File: src/rtl/cpu_pkg.sv
// Shared CPU-side definitions for the ExternalMem arbiter: FSM state type,
// requester port ids and memory geometry.
package cpu_pkg;

    localparam int unsigned EXTMEM_ADDR_W = 8;
    localparam int unsigned EXTMEM_DATA_W = 16;

    localparam logic PORT_ALU = 1'b0;
    localparam logic PORT_DBG = 1'b1;

    typedef enum logic {
        IDLE   = 1'b0,
        ACCESS = 1'b1
    } arb_state_t;

endpackage

File: src/rtl/extmem_arbiter_if.sv
// Requester, memory-pin and debug signals of the ExternalMem arbiter.
// slave = arbiter side, master = requesters plus the memory itself.
interface extmem_arbiter_if #(
    parameter int unsigned ADDR_W = cpu_pkg::EXTMEM_ADDR_W,
    parameter int unsigned DATA_W = cpu_pkg::EXTMEM_DATA_W
);
    logic              req0;
    logic              req1;
    logic              we0;
    logic              we1;
    logic [ADDR_W-1:0] addr0;
    logic [ADDR_W-1:0] addr1;
    logic [DATA_W-1:0] wdata0;
    logic [DATA_W-1:0] wdata1;
    logic              gnt0;
    logic              gnt1;
    logic [DATA_W-1:0] rdata0;
    logic [DATA_W-1:0] rdata1;
    logic              rvalid0;
    logic              rvalid1;
    logic [ADDR_W-1:0] mem_addr;
    logic [DATA_W-1:0] mem_wdata;
    logic              mem_we;
    logic [DATA_W-1:0] mem_rdata;
    logic              busy;
    logic [3:0]        starve_cnt;

    modport slave (
        input  req0, req1, we0, we1, addr0, addr1, wdata0, wdata1, mem_rdata,
        output gnt0, gnt1, rdata0, rdata1, rvalid0, rvalid1,
               mem_addr, mem_wdata, mem_we, busy, starve_cnt
    );

    modport master (
        output req0, req1, we0, we1, addr0, addr1, wdata0, wdata1, mem_rdata,
        input  gnt0, gnt1, rdata0, rdata1, rvalid0, rvalid1,
               mem_addr, mem_wdata, mem_we, busy, starve_cnt
    );

endinterface

File: src/rtl/extmem_arbiter.sv
// Two-requester arbiter for the single-port ExternalMem. Port 0 (ALU) has
// priority; a saturating starvation counter forces port 1 (debug) through
// after STARVE_MAX lost arbitrations. Each access is IDLE -> ACCESS -> IDLE.
module extmem_arbiter
    import cpu_pkg::*;
#(
    parameter int unsigned ADDR_W     = EXTMEM_ADDR_W,
    parameter int unsigned DATA_W     = EXTMEM_DATA_W,
    parameter int unsigned STARVE_MAX = 4
) (
    input logic             clk,
    input logic             rst,
    extmem_arbiter_if.slave bus
);

    localparam logic [3:0] STARVE_LIM = 4'(STARVE_MAX);

    arb_state_t        state_q, state_d;
    logic              id_q;
    logic              we_q;
    logic [ADDR_W-1:0] addr_q;
    logic [DATA_W-1:0] wdata_q;
    logic [3:0]        starve_q, starve_d;
    logic [DATA_W-1:0] rdata0_q, rdata1_q;
    logic              rvalid0_q, rvalid1_q;
    logic              load;
    logic              win_id;

    // Port 1 wins when alone, or when it has been starved long enough.
    function automatic logic pick_winner(input logic r0, input logic r1,
                                         input logic [3:0] cnt);
        return r1 && (!r0 || cnt == STARVE_LIM);
    endfunction

    // Next-state, arbitration and memory-pin drive.
    always_comb begin
        state_d       = state_q;
        starve_d      = starve_q;
        load          = 1'b0;
        win_id        = PORT_ALU;
        bus.gnt0      = 1'b0;
        bus.gnt1      = 1'b0;
        bus.mem_addr  = '0;
        bus.mem_wdata = '0;
        bus.mem_we    = 1'b0;
        bus.busy      = 1'b0;
        case (state_q)
            IDLE: begin
                if (bus.req0 || bus.req1) begin
                    load    = 1'b1;
                    win_id  = pick_winner(bus.req0, bus.req1, starve_q);
                    state_d = ACCESS;
                    if (win_id == PORT_DBG) begin
                        starve_d = '0;
                    end else if (bus.req1 && starve_q != STARVE_LIM) begin
                        starve_d = starve_q + 4'd1;
                    end
                end
            end
            ACCESS: begin
                state_d       = IDLE;
                bus.busy      = 1'b1;
                bus.gnt0      = (id_q == PORT_ALU);
                bus.gnt1      = (id_q == PORT_DBG);
                bus.mem_addr  = addr_q;
                bus.mem_wdata = wdata_q;
                bus.mem_we    = we_q;
            end
            default: state_d = IDLE;
        endcase
    end

    // FSM state and starvation counter.
    always_ff @(posedge clk or negedge rst) begin
        if (!rst) begin
            state_q  <= IDLE;
            starve_q <= '0;
        end else begin
            state_q  <= state_d;
            starve_q <= starve_d;
        end
    end

    // Latch the winner's transaction when leaving IDLE.
    always_ff @(posedge clk or negedge rst) begin
        if (!rst) begin
            id_q    <= PORT_ALU;
            we_q    <= 1'b0;
            addr_q  <= '0;
            wdata_q <= '0;
        end else if (load) begin
            id_q    <= win_id;
            we_q    <= (win_id == PORT_DBG) ? bus.we1    : bus.we0;
            addr_q  <= (win_id == PORT_DBG) ? bus.addr1  : bus.addr0;
            wdata_q <= (win_id == PORT_DBG) ? bus.wdata1 : bus.wdata0;
        end
    end

    // Capture read data at the end of ACCESS and pulse rvalid the cycle after.
    always_ff @(posedge clk or negedge rst) begin
        if (!rst) begin
            rdata0_q  <= '0;
            rdata1_q  <= '0;
            rvalid0_q <= 1'b0;
            rvalid1_q <= 1'b0;
        end else begin
            rvalid0_q <= (state_q == ACCESS) && !we_q && (id_q == PORT_ALU);
            rvalid1_q <= (state_q == ACCESS) && !we_q && (id_q == PORT_DBG);
            if ((state_q == ACCESS) && !we_q) begin
                if (id_q == PORT_ALU) rdata0_q <= bus.mem_rdata;
                else                  rdata1_q <= bus.mem_rdata;
            end
        end
    end

    assign bus.rdata0     = rdata0_q;
    assign bus.rdata1     = rdata1_q;
    assign bus.rvalid0    = rvalid0_q;
    assign bus.rvalid1    = rvalid1_q;
    assign bus.starve_cnt = starve_q;

endmodule

File: src/flat_wrapper.sv
// flat-port wrapper written by rule: the top's interface ports become plain ports
module extmem_arbiter_flat import cpu_pkg::*;
#(
    parameter int unsigned ADDR_W     = EXTMEM_ADDR_W,
    parameter int unsigned DATA_W     = EXTMEM_DATA_W,
    parameter int unsigned STARVE_MAX = 4
)
  (clk, rst, bus_req0, bus_req1, bus_we0, bus_we1, bus_addr0, bus_addr1, bus_wdata0, bus_wdata1, bus_mem_rdata, bus_gnt0, bus_gnt1, bus_rdata0, bus_rdata1, bus_rvalid0, bus_rvalid1, bus_mem_addr, bus_mem_wdata, bus_mem_we, bus_busy, bus_starve_cnt);
  extmem_arbiter_if #(.ADDR_W(ADDR_W), .DATA_W(DATA_W)) bus_i ();
  input logic clk;
  input logic rst;
  input wire logic [$bits(bus_i.req0)-1:0] bus_req0;
  input wire logic [$bits(bus_i.req1)-1:0] bus_req1;
  input wire logic [$bits(bus_i.we0)-1:0] bus_we0;
  input wire logic [$bits(bus_i.we1)-1:0] bus_we1;
  input wire logic [$bits(bus_i.addr0)-1:0] bus_addr0;
  input wire logic [$bits(bus_i.addr1)-1:0] bus_addr1;
  input wire logic [$bits(bus_i.wdata0)-1:0] bus_wdata0;
  input wire logic [$bits(bus_i.wdata1)-1:0] bus_wdata1;
  input wire logic [$bits(bus_i.mem_rdata)-1:0] bus_mem_rdata;
  output wire logic [$bits(bus_i.gnt0)-1:0] bus_gnt0;
  output wire logic [$bits(bus_i.gnt1)-1:0] bus_gnt1;
  output wire logic [$bits(bus_i.rdata0)-1:0] bus_rdata0;
  output wire logic [$bits(bus_i.rdata1)-1:0] bus_rdata1;
  output wire logic [$bits(bus_i.rvalid0)-1:0] bus_rvalid0;
  output wire logic [$bits(bus_i.rvalid1)-1:0] bus_rvalid1;
  output wire logic [$bits(bus_i.mem_addr)-1:0] bus_mem_addr;
  output wire logic [$bits(bus_i.mem_wdata)-1:0] bus_mem_wdata;
  output wire logic [$bits(bus_i.mem_we)-1:0] bus_mem_we;
  output wire logic [$bits(bus_i.busy)-1:0] bus_busy;
  output wire logic [$bits(bus_i.starve_cnt)-1:0] bus_starve_cnt;
  assign bus_i.req0 = bus_req0;
  assign bus_i.req1 = bus_req1;
  assign bus_i.we0 = bus_we0;
  assign bus_i.we1 = bus_we1;
  assign bus_i.addr0 = bus_addr0;
  assign bus_i.addr1 = bus_addr1;
  assign bus_i.wdata0 = bus_wdata0;
  assign bus_i.wdata1 = bus_wdata1;
  assign bus_i.mem_rdata = bus_mem_rdata;
  assign bus_gnt0 = bus_i.gnt0;
  assign bus_gnt1 = bus_i.gnt1;
  assign bus_rdata0 = bus_i.rdata0;
  assign bus_rdata1 = bus_i.rdata1;
  assign bus_rvalid0 = bus_i.rvalid0;
  assign bus_rvalid1 = bus_i.rvalid1;
  assign bus_mem_addr = bus_i.mem_addr;
  assign bus_mem_wdata = bus_i.mem_wdata;
  assign bus_mem_we = bus_i.mem_we;
  assign bus_busy = bus_i.busy;
  assign bus_starve_cnt = bus_i.starve_cnt;
  extmem_arbiter #(.ADDR_W(ADDR_W), .DATA_W(DATA_W), .STARVE_MAX(STARVE_MAX)) u_core (.clk(clk), .rst(rst), .bus(bus_i));
endmodule
File: config.mk
export PLATFORM = sky130hd
export DESIGN_NAME = extmem_arbiter_flat
export DESIGN_NICKNAME = d
export VERILOG_FILES = /design/src/rtl/cpu_pkg.sv /design/src/rtl/extmem_arbiter_if.sv /design/src/rtl/extmem_arbiter.sv /design/src/flat_wrapper.sv
export SDC_FILE = /design/constraint.sdc
export NUM_CORES = 1
export LEC_CHECK = 0
export BUFFER_PORTS_ARGS = -buffer_cell sky130_fd_sc_hd__buf_2
export CAP_MARGIN = 20
export CORE_MARGIN = 2
export CORE_UTILIZATION = 38
export CTS_CLUSTER_SIZE = 14
export DETAILED_ROUTE_END_ITERATION = 7
export PLACE_DENSITY = 0.67
export SLEW_MARGIN = 20
export SYNTH_ARGS = -nofsm -noshare
export SYNTH_HDL_FRONTEND = slang
export SYNTH_SLANG_ARGS = --single-unit
File: constraint.sdc
create_clock -name clk -period 1.8 [get_ports clk]
set_input_delay 0.09 -clock clk [delete_from_list [all_inputs] [get_ports clk]]
set_output_delay 0.09 -clock clk [all_outputs]
set_load 0.01 [all_outputs]
==> impl_metrics.json, run 1 <==
{
  "outcome": "finished clean",
  "max_freq_mhz": 605,
  "grt_pass1_vias": 2581,
  "clk_latency_ns": 0.33,
  "coreArea_mm2": 0.00761,
  "clk_pin_slew_ns": 0.07,
  "report.power.total_mw": 5.58,
  "remaining_drc_errors": 0,
  "cp.required_ns": 2.01,
  "wl_per_cell_um": 15.2,
  "maxSlewViolCount": 0,
  "placementRows": 32,
  "yosysTopAreaCell": "dfrtp_1",
  "syn_area_mm2": 0.00295,
  "hold-worst-slack_ns": 0.0168,
  "crit_path_top_delay_cell": "dfrtp_1",
  "cap_violations": 0,
  "n_antenna_cell": 0,
  "viasPerCell": 4.83,
  "grt_overflow": 0,
  "worstPathArrival_ns": 1.86,
  "crit_cells": 6,
  "fin_crit_ns": 1.65,
  "clock_sinks": 65,
  "final_util": 0.606,
  "grt_max_degree": 66,
  "clock_path_buffers": 2,
  "yosys_warnings": 0,
  "hpwl_um": 4900,
  "avgSynthCellArea_um2": 13.5,
  "fin_skew_ns": 0.00761,
  "yosys.area.top_type_share": 0.551,
  "synthToLayoutAreaGrowth_pct": 56.0,
  "grtUsageTotal": 0.192,
  "root_buffer": "clkbuf_8",
  "wirelength_um": 8080,
  "ant_nets": 0,
  "slew_headroom": 0.608,
  "synth-seq-area-share": 0.551,
  "ys_types": 29,
  "powerDensity_mw_per_mm2": 1210,
  "cp-start-kind": "register",
  "die-area_mm2": 0.00849,
  "setup_viol_count_final": 0,
  "rsz0062_at_grt": "false",
  "crit_buf_inv": 2,
  "grt_pass1_wl_um": 12700,
  "hold_path.class": "in2reg",
  "cts_tree": "yes",
  "gp_congestion": 0.783,
  "worstSetupPathType": "reg2reg",
  "setup_tns_ns": 0,
  "synth_fp_nets": 291,
  "port_buffers": 135,
  "crit_chain": "inv_1 > ha_1 > nor2b_1 > a311oi_4 > buf_4 > a221o_2",
  "cts_made_buffers": 9,
  "htreeDepth": 3,
  "final_cells": 532,
  "cp-end-kind": "register",
  "first_pass_iters": 4,
  "first_iter_violations": 128,
  "io_pins": 136,
  "holdPathStages": 2,
  "cpPeakStageDelay_ns": 0.38,
  "post_cts_resized": 0,
  "dp.cells": 454,
  "tightest_slew_ns": 0.587,
  "fp.dieH_um": 92.2,
  "fin_crit_sh": 0.918,
  "r2r_cells": 6,
  "path_delay_family": "compound AO/OA/AOI/OAI gates",
  "syn_inst": 219,
  "via_count": 2568,
  "final_hold_viol_count": 0,
  "ir_drop_mv": 0.439,
  "initial_core_util": 0.388,
  "worstPathMaxFanout": 8,
  "synthTopCellsByArea": "dfrtp_1, mux2_2, and2_1, a221o_2, buf_6",
  "fin_nets": 497,
  "ys_seq_elements": 65,
  "antenna_found_initial": 0,
  "die_w_um": 92.2,
  "leakagePower_nw": 2.27,
  "drive_gt1_frac": 0.528
}
synthesized netlist by cell type:
| cell type | count |
|---|---|
| a21o_1 | 1 |
| a221o_2 | 23 |
| mux2_2 | 29 |
| nand2_1 | 3 |
| or2_2 | 1 |
| nand3b_1 | 1 |
| clkbuf_1 | 4 |
| o22ai_1 | 1 |
| dfrtp_1 | 65 |
| o211ai_1 | 1 |
| or3b_1 | 1 |
| buf_6 | 7 |
| buf_2 | 2 |
| nor2b_4 | 2 |
| o21bai_4 | 1 |
| nand3_1 | 3 |
| ha_1 | 2 |
| buf_4 | 1 |
| a221o_1 | 2 |
| and2_1 | 51 |
| a22o_1 | 1 |
| a21oi_2 | 1 |
| a311oi_4 | 1 |
| nor2b_1 | 1 |
| mux2_4 | 3 |
| inv_1 | 4 |
| nand2b_1 | 4 |
| o21ai_0 | 2 |
| inv_2 | 1 |
metal layers:
layer  GRT usage  wire (um)  vias to the layer above
li1            -          -                     1194
met1       0.236       3520                     1256
met2       0.331       3980                      103
met3      0.0444        461                       15
met4      0.0684        123                        0
met5           0          0                        -
layout make-up:
class / instances / area [um^2]
clock buffers: 10 / 138
clock inverters: 6 / 90.1
fillers: 627 / 3000
inverters: 5 / 18.8
multi-input cells: 135 / 1200
flip-flops and latches: 65 / 1630
well taps: 102 / 128
repair buffers: 209 / 1410
flip-flops by register name, summed over array words and instances, names as in the netlist:
name                   flops
u_core.addr_q              8
u_core.bus.rvalid1         1
u_core.bus.rdata1         16
u_core.we_q                1
u_core.bus.starve_cnt      4
u_core.id_q                1
u_core.bus.rdata0         16
u_core.state_q             1
u_core.bus.rvalid0         1
u_core.wdata_q            16
final timing paths:
check,startpoint,endpoint,slack (ns)
max,u_core.bus.starve_cnt[0]$_DFFE_PN0P_,u_core.addr_q[5]$_DFFE_PN0P_,0.15
min,bus_mem_rdata[15],u_core.bus.rdata1[15]$_DFFE_PN0P_,0.02
max reg2reg,u_core.bus.starve_cnt[0]$_DFFE_PN0P_,u_core.addr_q[5]$_DFFE_PN0P_,0.15
min reg2reg,u_core.bus.rdata1[5]$_DFFE_PN0P_,u_core.bus.rdata1[5]$_DFFE_PN0P_,0.50
max in group asynchronous,rst,u_core.state_q$_DFF_PN0_,1.20
min in group asynchronous,rst,u_core.bus.rdata1[3]$_DFFE_PN0P_,0.30
cells by family after synthesis:
family	after synthesis	share of synthesized area
fa+ha+maj	2	0.00847
buf+inv	19	0.0441
simple gates	67	0.144
mux	32	0.126
compound gates	34	0.126
flops	65	0.551
timing repair:
item                                    4_1_cts  5_1_grt
buffers inserted                              2        0
endpoints found under the setup margin       25        0
hold buffers                                 60        0
hold endpoints to repair                    106        0
metrics by stage:
stage                     area [um^2]  setup WS [ns]
final                            4610          0.147
after global routing             4610         0.0955
after global placement           3750         -0.346
after detailed placement         3760         -0.178
after CTS                        4610          0.148
after floorplan                  2950          0.143
power breakdown:
group	switching [mW]	internal, mW	total (mW)
combinational	0.879	1.09	1.97
sequential	0.254	1.97	2.22
clock	0.567	0.822	1.39
total	1.70	3.88	5.58
cell usage in the layout, fill, tap and decap left out:
cell type and n:
or3b_1 1, a221o_1 2, mux2_4 3, nand2b_1 4, nor2b_1 1, buf_12 2, nor2b_4 2, a221o_2 23
ha_1 2, clkinv_4 1, nand3b_1 1, a311oi_4 1, dfrtp_1 65, o21bai_4 1, a22o_1 1, dlygate4sd3_1 60
a21oi_2 1, mux2_2 29, inv_2 1, and2_1 51, o22ai_1 1, inv_6 1, a21o_1 1, o21ai_0 2
clkinv_2 1, or2_2 1, buf_6 1, bufinv_16 2, nand3_1 3, inv_1 4, buf_2 135, o211ai_1 1
clkbuf_8 10, clkinvlp_4 1, nand2_1 3, buf_4 11
Note: power is estimated with default switching activity, not from simulation.
==> inputs of run 2 (changes only) <==
--- a/config.mk
+++ b/config.mk
@@ -5,13 +5,14 @@
 export SDC_FILE = /design/constraint.sdc
 export NUM_CORES = 1
 export LEC_CHECK = 0
+export ABC_AREA = 1
 export BUFFER_PORTS_ARGS = -buffer_cell sky130_fd_sc_hd__buf_2
 export CAP_MARGIN = 20
 export CORE_MARGIN = 2
 export CORE_UTILIZATION = 38
 export CTS_CLUSTER_SIZE = 14
 export DETAILED_ROUTE_END_ITERATION = 7
-export PLACE_DENSITY = 0.67
+export PLACE_DENSITY = 0.66
 export SLEW_MARGIN = 20
 export SYNTH_ARGS = -nofsm -noshare
 export SYNTH_HDL_FRONTEND = slang
==> run 2 against run 1 <==
Critical path depth shrank 2. Wire length shrank 1.3%. Combinational power shrank 15%. Via count grew 20%. Cell area shrank 9.1%. Sequential share of layout area grew 3.5 points. Area after synthesis grew 10%. Highest routed layer unchanged. Fmax grew 0.70%. Worst hold slack lost 0.00071 ns.
==> impl_metrics.json, run 2 <==
{
  "setup_tns_ns": 0,
  "slew_headroom": 0.684,
  "first_iter_violations": 112,
  "ant_nets": 0,
  "path_delay_family": "flip-flops",
  "n_antenna_cell": 0,
  "hold_path.class": "in2reg",
  "cts_hold_buffers": 2,
  "post_cts_resized": 0,
  "yosysTopAreaCell": "dfrtp_1",
  "fp.dieH_um": 96.6,
  "yosysMostFrequentCell": "nand2_1",
  "p_comb_frac": 0.329,
  "wirelength_um": 7970,
  "die-area_mm2": 0.00933,
  "p_switching_mw": 1.81,
  "synth_fp_nets": 502,
  "register_area_mm2": 0.00163,
  "synthTopCellsByCount": "nand2_1, inv_1, dfrtp_1",
  "fin_crit_sh": 0.912,
  "antenna_found_initial": 0,
  "outcome": "finished clean",
  "cts_setup_buffers": 0,
  "yosys_warnings": 0,
  "io_pins": 136,
  "initial_core_util": 0.394,
  "cts_made_buffers": 9,
  "n_fill_cell": 833,
  "final_hold_viol_count": 0,
  "ys_types": 24,
  "htreeDepth": 3,
  "remaining_drc_errors": 0,
  "via_count": 3074,
  "rsz0062_at_grt": "false",
  "final_common_cell": "nand2_1",
  "crit_chain": "buf_4 > nand2_1 > inv_1 > buf_2",
  "fin_skew_ns": 0.00820,
  "placementRows": 33,
  "grt_max_degree": 66,
  "ys_seq_elements": 65,
  "worstPathMaxFanout": 20,
  "cp-start-kind": "register",
  "drive_gt1_frac": 0.303,
  "grt_pass1_wl_um": 12600,
  "max_freq_mhz": 609,
  "ir_drop_mv": 0.439,
  "worstSetupPathType": "reg2out",
  "synthToLayoutAreaGrowth_pct": 28.5,
  "final_cells": 673,
  "grt_overflow": 0,
  "first_pass_iters": 4,
  "maxSlewViolCount": 0,
  "p_int_mw": 3.28,
  "cp.required_ns": 1.71,
  "multi_input_comb_area_mm2": 0.00111,
  "fin_nets": 636,
  "synthArstFlopShare": 1.00,
  "wl_per_cell_um": 11.8,
  "clkPwrFrac": 0.226,
  "clk_latency_ns": 0.33,
  "layout_common_cells": "nand2_1, buf_2, inv_1",
  "clk_pin_slew_ns": 0.06,
  "setup_viol_count_final": 0,
  "cpPeakStageDelay_ns": 0.58,
  "synth-seq-area-share": 0.499,
  "syn_area_mm2": 0.00326,
  "cp-end-kind": "output port",
  "synth_flop_cell": "dfrtp_1",
  "gp_congestion": 0.755,
  "crit_buf_inv": 3,
  "coreArea_mm2": 0.00826,
  "grt_pass1_vias": 2779,
  "hpwl_um": 5730,
  "switching_share": 0.356,
  "worstPathArrival_ns": 1.55,
  "yosys.area.top_type_share": 0.499,
  "port_buffers": 135,
  "synth_edf_count": 0,
  "tightest_slew_ns": 0.474,
  "grtUsageTotal": 0.174,
  "clock_path_buffers": 2,
  "fin_crit_ns": 1.64,
  "cts_tree": "yes",
  "clock_sinks": 65,
  "hold-worst-slack_ns": 0.0161,
  "root_buffer": "clkbuf_8",
  "leakagePower_nw": 2.72,
  "cap_violations": 0,
  "dp.cells": 656,
  "syn_inst": 430,
  "viasPerCell": 4.57,
  "powerDensity_mw_per_mm2": 1220,
  "avgSynthCellArea_um2": 7.57,
  "die_w_um": 96.6,
  "synthTopCellsByArea": "dfrtp_1, nand2_1, inv_1, nand3_1, o21ai_1",
  "crit_path_top_delay_cell": "dfrtp_1",
  "p_seq_frac": 0.445
}
run 2: cell count changes in the layout (fill, tap and decap cells not counted), sizes merged, moves of 4 or more:
cell,previous run,this run
inv,6,103
o21ai,2,33
nand2b,4,0
mux2,32,0
nand2,3,144
nor2,0,8
a221o,25,0
buf,149,141
and2,51,0
dlygate4sd3,60,2
nand3,3,52
run 2: logic make-up (layout without fill, tap and decap cells):
family,count (synthesis),in the layout,synth area share
AO/OA/AOI/OAI,34,34,0.0522
flip-flops,65,65,0.499
AND/OR/NAND/NOR,205,205,0.277
buffers and inverters,123,261,0.161
XOR/XNOR,1,1,0.00269
adder cells (fa/ha/maj),2,2,0.00768
run 2: final timing paths:
| kind | startpoint | endpoint | slack (ns) | cells after the start |
|---|---|---|---|---|
| setup / recovery | u_core.state_q$_DFF_PN0_ | bus_mem_wdata[2] | 0.16 | 4 |
| max in group asynchronous | rst | u_core.bus.rdata0[11]$_DFFE_PN0P_ | 1.20 | 3 |
| min in group asynchronous | rst | u_core.wdata_q[6]$_DFFE_PN0P_ | 0.32 | 3 |
| hold reg to reg | u_core.addr_q[5]$_DFFE_PN0P_ | u_core.addr_q[5]$_DFFE_PN0P_ | 0.48 | 2 |
| hold / removal | bus_mem_rdata[1] | u_core.bus.rdata0[1]$_DFFE_PN0P_ | 0.02 | 3 |
| setup reg to reg | u_core.bus.starve_cnt[0]$_DFFE_PN0P_ | u_core.wdata_q[8]$_DFFE_PN0P_ | 0.19 | 8 |
run 2: routing by layer:
metal	track usage	routed length (um)
met1	0.233	3690
met5	0	0
met2	0.280	3450
met3	0.0365	724
met4	0.0599	111
run 2: cell type report:
cell class                 instances  area share
sequential                        65       0.389
multi-input combinational        242       0.264
clock buffer                      11      0.0314
clock inverter                     4      0.0108
tap                              105      0.0314
inverter                         103      0.0935
timing repair buffer             143       0.180
run 2: through the flow:
| stage | cell area [um^2] | setup slack [ns] | utilization | power [mW] |
|---|---|---|---|---|
| after floorplan | 3260 | 0.393 | - | 3.22 |
| after global placement | 3990 | 0.255 | 0.483 | 3.94 |
| after detailed placement | 3990 | 0.193 | 0.483 | 3.99 |
| after CTS | 4190 | 0.120 | 0.507 | 5.16 |
| after global routing | 4190 | 0.0188 | 0.507 | 5.51 |
| final | 4190 | 0.159 | 0.507 | 5.09 |
run 2: power by group through the flow:
stage                     logic (mW)  registers, mW  clock network [mW]
after global routing            1.93           2.33                1.25
final                           1.68           2.27                1.15
after global placement          1.67           2.27                   0
after CTS                       1.71           2.26                1.19
after detailed placement        1.71           2.29                   0
after floorplan                0.805           2.42                   0
run 2: worst register-to-register path: stages (launching register included):
cell     delay (ns)
dfrtp_1        0.41
inv_1          0.10
ha_1           0.20
nand3_1        0.09
nand2_2        0.16
nand2_4        0.30
nand2_1        0.12
nand3_1        0.08
nand2_1        0.05
==> inputs of run 3 (changes only) <==
--- a/config.mk
+++ b/config.mk
@@ -9,10 +9,10 @@
 export BUFFER_PORTS_ARGS = -buffer_cell sky130_fd_sc_hd__buf_2
 export CAP_MARGIN = 20
 export CORE_MARGIN = 2
-export CORE_UTILIZATION = 38
+export CORE_UTILIZATION = 48
 export CTS_CLUSTER_SIZE = 14
 export DETAILED_ROUTE_END_ITERATION = 7
-export PLACE_DENSITY = 0.66
+export PLACE_DENSITY = 0.8
 export SLEW_MARGIN = 20
 export SYNTH_ARGS = -nofsm -noshare
 export SYNTH_HDL_FRONTEND = slang
==> run 3 against run 2 <==
Worst setup slack improved by 0.13 ns. Critical path depth rose by 4. Fmax rose by 8.8%. Global-route usage rose by 4.2 points. Clock power rose by 31%. Count of clock-buffer cells in the layout did not move. First-iteration DRC count fell by 17%. Power rose by 7.5%. Sequential share of layout area fell by 0.49 points. Final cell count fell by 3.4%. Die area fell by 20%. Combinational power rose by 2%. Highest routed layer unchanged.
==> impl_metrics.json, run 3 (synthesis results as in run 2) <==
{
  "outcome": "finished clean",
  "cp-start-kind": "register",
  "max_freq_mhz": 663,
  "n_antenna_cell": 0,
  "synthToLayoutAreaGrowth_pct": 30.2,
  "clk_latency_ns": 0.33,
  "tightest_slew_ns": 0.447,
  "clock_sinks": 65,
  "n_fill_cell": 604,
  "clk_pin_slew_ns": 0.07,
  "slew_headroom": 0.701,
  "final_common_cell": "nand2_1",
  "maxSlewViolCount": 0,
  "viasPerCell": 4.72,
  "fin_nets": 637,
  "fin_crit_sh": 0.838,
  "cp.required_ns": 2.02,
  "cts_made_buffers": 9,
  "p_int_mw": 3.63,
  "worstPathMaxFanout": 28,
  "stdcell_area_mm2": 0.00424,
  "ant_nets": 0,
  "multi_input_comb_area_mm2": 0.00111,
  "wirelength_um": 7670,
  "final_hold_viol_count": 0,
  "hold_path.class": "in2reg",
  "first_iter_violations": 93,
  "cp-end-kind": "register",
  "leakagePower_nw": 2.75,
  "worstPathArrival_ns": 1.73,
  "cap_violations": 0,
  "first_pass_iters": 4,
  "hpwl_um": 5430,
  "antenna_found_initial": 0,
  "die_w_um": 86.4,
  "htreeDepth": 3,
  "grtUsageTotal": 0.216,
  "port_buffers": 135,
  "cts_setup_buffers": 0,
  "dpl_cell_area_mm2": 0.00399,
  "coreArea_mm2": 0.00668,
  "placementRows": 30,
  "place_ws_ns": 0.325,
  "initial_core_util": 0.487,
  "grt_max_degree": 66,
  "grt_pass1_vias": 2974,
  "fp.dieH_um": 86.4,
  "setup_tns_ns": 0,
  "clkPwrFrac": 0.275,
  "wl_per_cell_um": 11.8,
  "via_count": 3069,
  "powerDensity_mw_per_mm2": 1290,
  "fin_crit_ns": 1.51,
  "worst_slack_ns": 0.291,
  "layout_common_cells": "nand2_1, buf_2, inv_1",
  "io_pins": 136,
  "worstSetupPathType": "reg2reg",
  "p_switching_mw": 1.85,
  "grt_pass1_wl_um": 12900,
  "clock_path_buffers": 2,
  "p_comb_frac": 0.315,
  "ir_drop_mv": 0.379,
  "grt_overflow": 0,
  "register_area_mm2": 0.00163,
  "cts_tree": "yes",
  "rsz0062_at_grt": "false",
  "drive_gt1_frac": 0.309,
  "p_seq_frac": 0.410,
  "switching_share": 0.337,
  "root_buffer": "clkbuf_8",
  "ff2ff_setup_slack_ns": 0.29,
  "fin_skew_ns": 0.00754,
  "setup_viol_count_final": 0,
  "remaining_drc_errors": 0,
  "report.power.total_mw": 5.48,
  "gp_congestion": 0.770,
  "die-area_mm2": 0.00746
}
run 3: layout make-up:
| class | instances | share of cell area |
|---|---|---|
| Tap cell | 80 | 0.0236 |
| Clock inverter | 5 | 0.0242 |
| Multi-Input combinational cell | 242 | 0.261 |
| Inverter | 103 | 0.0924 |
| Sequential cell | 65 | 0.384 |
| Clock buffer | 11 | 0.0333 |
| Timing Repair Buffer | 144 | 0.182 |
run 3: repair_timing:
action,CTS,global route
endpoints found under the hold margin,65,0
hold buffers,1,0
endpoints found under the setup margin,0,0
resized for setup,0,0
run 3: worst paths after layout:
kind	from	endpoint	cells past startpoint
max in group asynchronous	rst	u_core.bus.rdata0[14]$_DFFE_PN0P_	3
min reg2reg	u_core.wdata_q[10]$_DFFE_PN0P_	u_core.wdata_q[10]$_DFFE_PN0P_	2
max	u_core.bus.starve_cnt[0]$_DFFE_PN0P_	u_core.wdata_q[2]$_DFFE_PN0P_	8
min in group asynchronous	rst	u_core.bus.rdata1[4]$_DFFE_PN0P_	3
max reg2reg	u_core.bus.starve_cnt[0]$_DFFE_PN0P_	u_core.wdata_q[2]$_DFFE_PN0P_	8
min	bus_mem_rdata[8]	u_core.bus.rdata0[8]$_DFFE_PN0P_	3
run 3: per-stage QoR:
stage                util  instances  hold slack, ns
finish              0.635        650          0.0184
CTS                 0.635        650         0.00387
global placement    0.597        633           0.131
detailed placement  0.597        633           0.134
floorplan               -        430          -0.206
global route        0.635        650          0.0102
run 3: power groups by stage:
stage          logic, mW  registers [mW]  clock network (mW)
2_1_floorplan      0.805            2.42                   0
3_3_place_gp        1.67            2.24                   0
3_5_place_dp        1.74            2.26                   0
4_1_cts             1.75            2.24                1.53
5_1_grt             1.97            2.31                1.59
6_report            1.72            2.25                1.51
run 3: critical path, cell delays in order, from the launching register on:
cell and delay [ns]:
dfrtp_1 0.38, inv_1 0.10, ha_1 0.22, nand3_1 0.10, nand2_2 0.10, nand2_4 0.25, nand2_1 0.10, nand3_1 0.08
nand2_1 0.05
run 3: per-layer routing:
layer  part of all wire  track usage
met1               0.44        0.276
met4              0.011       0.0781
met5                  0            0
met2               0.47        0.362
met3              0.078       0.0476
